File: src/rtl/spi_slave_rx_if.sv
// Receive-side handshake bundle for spi_slave_rx: parallel frame plus valid/ready.
// The master modport belongs to the frame producer (the SPI responder).
interface spi_slave_rx_if #(
  parameter int FRAME_BITS = 24
);
  logic [FRAME_BITS-1:0] rx_data;
  logic                  rx_valid;
  logic                  rx_ready;

  modport master (output rx_data, output rx_valid, input rx_ready);
  modport slave  (input rx_data, input rx_valid, output rx_ready);
endinterface

File: src/rtl/spi_slave_rx.sv
// SPI responder: oversamples SCK/CS/SDI, assembles CS-framed MSB-first words, shifts a reply on MISO.
// Optional SPI_SLAVE_ECHO_EN: MISO replays the last received frame instead of tx_data.
//
// state | meaning
// IDLE  | waiting for CS falling edge
// SHIFT | CS low: sample SDI on SCK rise, advance MISO on SCK fall
// DONE  | one cycle after CS rise: commit frame or flag framing error
module spi_slave_rx #(
  parameter int FRAME_BITS  = 24,
  parameter int SYNC_STAGES = 2
) (
  input  logic                  clk,
  input  logic                  reset,
  input  logic                  spi_sck,
  input  logic                  spi_cs,
  input  logic                  spi_sdi,
  output logic                  spi_miso,
  input  logic [FRAME_BITS-1:0] tx_data,
  output logic                  frame_err,
  output logic                  overrun,
  input  logic                  err_clr,
  spi_slave_rx_if.master        rx_bus
);

  localparam int CW = $clog2(FRAME_BITS + 1);
  localparam logic [CW-1:0] FULL = CW'(FRAME_BITS);

  typedef enum logic [1:0] {IDLE, SHIFT, DONE} state_t;

  logic [SYNC_STAGES-1:0] sck_sync, cs_sync, sdi_sync;
  logic                   sck_hist, cs_hist;
  logic                   sck_s, cs_s, sdi_s;
  logic                   sck_rise, sck_fall, cs_rise, cs_fall;

  state_t                 state;
  logic [CW-1:0]          bit_cnt;
  logic                   bit_ovf;
  logic [FRAME_BITS-1:0]  rx_shift;
  logic [FRAME_BITS-2:0]  tx_shift;
  logic [FRAME_BITS-1:0]  tx_load;
  logic                   miso_q;
  logic [FRAME_BITS-1:0]  rx_data_q;
  logic                   rx_valid_q;
  logic                   frame_err_q;
  logic                   overrun_q;

  always_ff @(posedge clk or negedge reset) begin
    if (!reset) begin
      sck_sync <= '0;
      cs_sync  <= '1;
      sdi_sync <= '0;
      sck_hist <= 1'b0;
      cs_hist  <= 1'b1;
    end else begin
      sck_sync <= {sck_sync[SYNC_STAGES-2:0], spi_sck};
      cs_sync  <= {cs_sync[SYNC_STAGES-2:0], spi_cs};
      sdi_sync <= {sdi_sync[SYNC_STAGES-2:0], spi_sdi};
      sck_hist <= sck_sync[SYNC_STAGES-1];
      cs_hist  <= cs_sync[SYNC_STAGES-1];
    end
  end

  assign sck_s    = sck_sync[SYNC_STAGES-1];
  assign cs_s     = cs_sync[SYNC_STAGES-1];
  assign sdi_s    = sdi_sync[SYNC_STAGES-1];
  assign sck_rise = sck_s & ~sck_hist;
  assign sck_fall = ~sck_s & sck_hist;
  assign cs_rise  = cs_s & ~cs_hist;
  assign cs_fall  = ~cs_s & cs_hist;

`ifdef SPI_SLAVE_ECHO_EN
  logic unused_tx_data;
  assign unused_tx_data = ^tx_data;
  assign tx_load        = rx_data_q;
`else
  assign tx_load = tx_data;
`endif

  always_ff @(posedge clk or negedge reset) begin
    if (!reset) begin
      state       <= IDLE;
      bit_cnt     <= '0;
      bit_ovf     <= 1'b0;
      rx_shift    <= '0;
      tx_shift    <= '0;
      miso_q      <= 1'b0;
      rx_data_q   <= '0;
      rx_valid_q  <= 1'b0;
      frame_err_q <= 1'b0;
      overrun_q   <= 1'b0;
    end else begin
      if (rx_valid_q && rx_bus.rx_ready)
        rx_valid_q <= 1'b0;
      // Clears first so that a flag set later in this block wins.
      if (err_clr) begin
        frame_err_q <= 1'b0;
        overrun_q   <= 1'b0;
      end
      case (state)
        IDLE: begin
          if (cs_fall) begin
            tx_shift <= tx_load[FRAME_BITS-2:0];
            miso_q   <= tx_load[FRAME_BITS-1];
            bit_cnt  <= '0;
            bit_ovf  <= 1'b0;
            state    <= SHIFT;
          end
        end
        SHIFT: begin
          if (cs_rise) begin
            state <= DONE;
          end else begin
            if (sck_rise) begin
              if (bit_cnt == FULL) begin
                bit_ovf <= 1'b1;
              end else begin
                rx_shift <= {rx_shift[FRAME_BITS-2:0], sdi_s};
                bit_cnt  <= bit_cnt + CW'(1);
              end
            end
            if (sck_fall) begin
              miso_q   <= tx_shift[FRAME_BITS-2];
              tx_shift <= {tx_shift[FRAME_BITS-3:0], 1'b0};
            end
          end
        end
        DONE: begin
          state <= IDLE;
          if (bit_cnt == FULL && !bit_ovf) begin
            rx_data_q  <= rx_shift;
            rx_valid_q <= 1'b1;
            // Newest frame wins; losing an unconsumed one is an overrun.
            if (rx_valid_q && !rx_bus.rx_ready)
              overrun_q <= 1'b1;
          end else begin
            frame_err_q <= 1'b1;
          end
        end
        default: state <= IDLE;
      endcase
    end
  end

  assign spi_miso        = miso_q;
  assign rx_bus.rx_data  = rx_data_q;
  assign rx_bus.rx_valid = rx_valid_q;
  assign frame_err       = frame_err_q;
  assign overrun         = overrun_q;

endmodule

File: src/flat_wrapper.sv
// flat-port wrapper written by rule: the top's interface ports become plain ports
module spi_slave_rx_flat 
#(
  parameter int FRAME_BITS  = 24,
  parameter int SYNC_STAGES = 2
)
  (clk, reset, spi_sck, spi_cs, spi_sdi, spi_miso, tx_data, frame_err, overrun, err_clr, rx_bus_rx_data, rx_bus_rx_valid, rx_bus_rx_ready);
  spi_slave_rx_if #(.FRAME_BITS(FRAME_BITS)) rx_bus_i ();
  input  logic clk;
  input  logic reset;
  input  logic spi_sck;
  input  logic spi_cs;
  input  logic spi_sdi;
  output logic spi_miso;
  input  logic [FRAME_BITS-1:0] tx_data;
  output logic frame_err;
  output logic overrun;
  input  logic err_clr;
  output wire logic [$bits(rx_bus_i.rx_data)-1:0] rx_bus_rx_data;
  output wire logic [$bits(rx_bus_i.rx_valid)-1:0] rx_bus_rx_valid;
  input wire logic [$bits(rx_bus_i.rx_ready)-1:0] rx_bus_rx_ready;
  assign rx_bus_rx_data = rx_bus_i.rx_data;
  assign rx_bus_rx_valid = rx_bus_i.rx_valid;
  assign rx_bus_i.rx_ready = rx_bus_rx_ready;
  spi_slave_rx #(.FRAME_BITS(FRAME_BITS), .SYNC_STAGES(SYNC_STAGES)) u_core (.clk(clk), .reset(reset), .spi_sck(spi_sck), .spi_cs(spi_cs), .spi_sdi(spi_sdi), .spi_miso(spi_miso), .tx_data(tx_data), .frame_err(frame_err), .overrun(overrun), .err_clr(err_clr), .rx_bus(rx_bus_i));
endmodule
File: config.mk
export PLATFORM = sky130hd
export DESIGN_NAME = spi_slave_rx_flat
export DESIGN_NICKNAME = d
export VERILOG_FILES = /design/src/rtl/spi_slave_rx_if.sv /design/src/rtl/spi_slave_rx.sv /design/src/flat_wrapper.sv
export SDC_FILE = /design/constraint.sdc
export NUM_CORES = 1
export LEC_CHECK = 0
export BUFFER_PORTS_ARGS = -buffer_cell sky130_fd_sc_hd__buf_4
export CAP_MARGIN = 30
export CORE_ASPECT_RATIO = 0.7
export CORE_MARGIN = 5
export CORE_UTILIZATION = 50
export CTS_BUF_LIST = sky130_fd_sc_hd__clkbuf_2 sky130_fd_sc_hd__clkbuf_4 sky130_fd_sc_hd__clkbuf_8
export CTS_CLUSTER_DIAMETER = 200
export DETAILED_ROUTE_END_ITERATION = 10
export HOLD_SLACK_MARGIN = 0.02
export PLACE_DENSITY = 0.8
export SYNTH_ARGS = -nofsm -noshare
export SYNTH_HDL_FRONTEND = slang
export SYNTH_SLANG_ARGS = --single-unit
File: constraint.sdc
create_clock -name clk -period 3.3 [get_ports clk]
set_clock_uncertainty 0.05 [all_clocks]
set_input_delay 0.66 -clock clk [delete_from_list [all_inputs] [get_ports clk]]
set_output_delay 0.66 -clock clk [all_outputs]
set_load 0.05 [all_outputs]
==> results_dict.tcl <==
set metrics [dict create \
    regArea_sq_um 2281 \
    setup_viol_count_final 0 \
    antenna_found_initial 0 \
    drcViolationCount 0 \
    grt_pass1_wl_mm 11.59 \
    overflow 0 \
    synth-edff-count 0 \
    route.met2.wl_mm 3.058 \
    start_util_pct 50.48 \
    path_class "flip-flop to flip-flop" \
    cts_hold_buffers 0 \
    multi_input_area_sq_um 1513 \
    clock_sinks 91 \
    final_core_util_pct 59.19 \
    slew_violations 0 \
    synth_largest_type_area_fraction_pct 56.39 \
    viasPerCell 5.192 \
    muxShareOfSynthArea_pct 29.22 \
    synth-seq-cells 91 \
    grt_usage_pct 14.97 \
    synth_top_area_cell "dfrtp_1" \
    power_mw 2.679 \
    drive_gt1_share_pct 51.58 \
    period_needed_ns 1.971 \
    postRouteAntennaNets 0 \
    root_buffer "clkbuf_8" \
    synth_top_family_by_area "multiplexers" \
    ys.flop_type "dfrtp_1" \
    grt_max_degree 47 \
    fin_nets 345 \
    io_pins 59 \
    clk_latency_ns 0.34 \
    cts_resized 0 \
    dr.pass1.iters 4 \
    worst_pin_slew_ns 0.5802 \
    avgRoutedWirePerCell_microns 15.82 \
    worstPathMaxFanout 24 \
    rrSetupSlack_ns 1.33 \
    htree_levels 3 \
    syn_inst 249 \
    synth-adder-area-share_pct 0.6408 \
    wl_met3_microns 385 \
    start_kind "flip-flop" \
    fillers 628 \
    syn2layout_area_growth_pct 17.27 \
    crit_arrival_ns 2.15 \
    drtIter0Drc 64 \
    drv_cap 0 \
    drt-met1-wl_mm 3.081 \
    synth_area_per_cell_sq_um 15.68 \
    leakagePower_nw 2.272 \
    cp.required_ns 3.48 \
    ys_warn_count 0 \
    synth_cell_types 39 \
    routed.top_layer "met4" \
    rows 27 \
    io_buffers 58 \
    finalHoldViolCount 0 \
    num_antenna_cells 0 \
    synth_area_sq_um 3905 \
    path_clk_slew_ns 0.08 \
    status "complete, no violations" \
    gp_congestion 0.7642 \
    cts_tree "built" \
    die_area_sq_um 9706 \
    yosys-top-cells-area "dfrtp_1, mux2_2, mux2_4" \
    synth_xor_area_share_pct 0 \
    p_per_area_nw_per_um2 584.9 \
    coreArea_sq_um 7736 \
    ys_async_sr_fraction_pct 100.0 \
    die_x_microns 115.6 \
    synth_nets 282 \
    finalCritPeriodShare_pct 59.71 \
    drt-total-wl_mm 6.598 \
    fp.dieH_microns 83.94 \
    ys_seq_area_share_pct 58.41 \
    dp_hpwl_mm 4.601 \
    clockBufferDepth 2 \
    tns_ns 0 \
    fmax_mhz 507.5 \
    synth_compound_area_share_pct 3.172 \
    first_global_vias 2324 \
    post-cts-setup-buffer-count 0 \
    vias 2165 \
    synth.top_cells.by_count "dfrtp_1, mux2_2, mux2_4, mux2_1, buf_6" \
    yosys.area_share.simple_pct 5.639 \
    hold_class "input port to asynchronous set/reset pin" \
    max-vdd-ir-drop_mv 0.2706 \
    rsz0062_at_grt "no" \
    max_slew_margin_pct 61.32 \
    endpoint_kind "flip-flop" \
    yosysMostFrequentCell "dfrtp_1" \
    numCtsBuffers 9 \
]
[layer usage]
| layer | vias to the layer above | GRT usage [%] |
|---|---|---|
| li1 | 1019 | - |
| met1 | 1094 | 20.79 |
| met2 | 44 | 22.16 |
| met3 | 8 | 5.072 |
| met4 | 0 | 4.742 |
| met5 | - | 0 |
[flip-flops by register name, summed over array words and instances (netlist names), 2 cells and up]
signal                 count
u_core.rx_bus.rx_data     24
u_core.rx_shift           24
u_core.tx_shift           23
u_core.bit_cnt             5
u_core.cs_sync             2
u_core.sck_sync            2
u_core.sdi_sync            2
u_core.state               2
[final timing paths]
check / end / cells after the start / from
max in group asynchronous: u_core.cs_hist$_DFF_PN1_ / 2 / reset
min in group clk: u_core.sdi_sync[1]$_DFF_PN0_ / 0 / u_core.sdi_sync[0]$_DFF_PN0_
worst max register to register: u_core.tx_shift[2]$_DFFE_PN0P_ / 4 / u_core.cs_hist$_DFF_PN1_
worst min register to register: u_core.sdi_sync[1]$_DFF_PN0_ / 0 / u_core.sdi_sync[0]$_DFF_PN0_
worst max-delay path: u_core.tx_shift[2]$_DFFE_PN0P_ / 4 / u_core.cs_hist$_DFF_PN1_
worst min-delay path: u_core.rx_shift[17]$_DFFE_PN0P_ / 1 / reset
[cells in the final DEF, fill, tap and decap left out, types with 3 or more instances in the layout]
cell and n:
nor2_1 5, a21oi_1 3, mux2_1 20, nand3_1 3, mux2_4 22, dfrtp_1 88
clkbuf_8 9, nand2b_1 3, inv_1 5, buf_4 63, dfstp_2 3, mux2_2 52
[final cells by class]
cell class                 instances  share of cell area, %
sequential                        91                  49.81
multi-input combinational        142                  33.03
timing repair buffer              63                  10.33
clock buffer                      11                  3.033
tap                              101                  2.760
clock inverter                     4                 0.6284
inverter                           5                 0.4098
[worst max-delay path, cell delays in order (launching register included)]
cell,delay [ns]
dfstp_2,0.57
nor4b_2,0.32
a41o_1,0.15
buf_4,0.37
mux2_2,0.39
[cells by family after synthesis]
group	Yosys count
mux	94
flops	91
simple gates	29
compound gates	17
buf+inv	16
fa+ha+maj	2
[report_power, final]
| part | total (mW) | leakage (nW) | switching, mW | internal (mW) |
|---|---|---|---|---|
| clock network | 0.651 | 0.0822 | 0.364 | 0.287 |
| logic | 0.570 | 1.00 | 0.214 | 0.356 |
| registers | 1.46 | 1.19 | 0.136 | 1.32 |
[per-stage QoR]
stage / cell area [sq um] / setup WS (ns) / cells / hold slack [ns]
after global placement: 4412 / 1.430 / 402 / 0.2857
after global routing: 4579 / 1.225 / 417 / 0.3012
after CTS: 4579 / 1.343 / 417 / 0.2701
after detailed placement: 4412 / 1.355 / 402 / 0.2886
final: 4579 / 1.329 / 417 / 0.2612
after floorplan: 3905 / 1.550 / 249 / 0.2812
(Power assumes the default switching activity.)
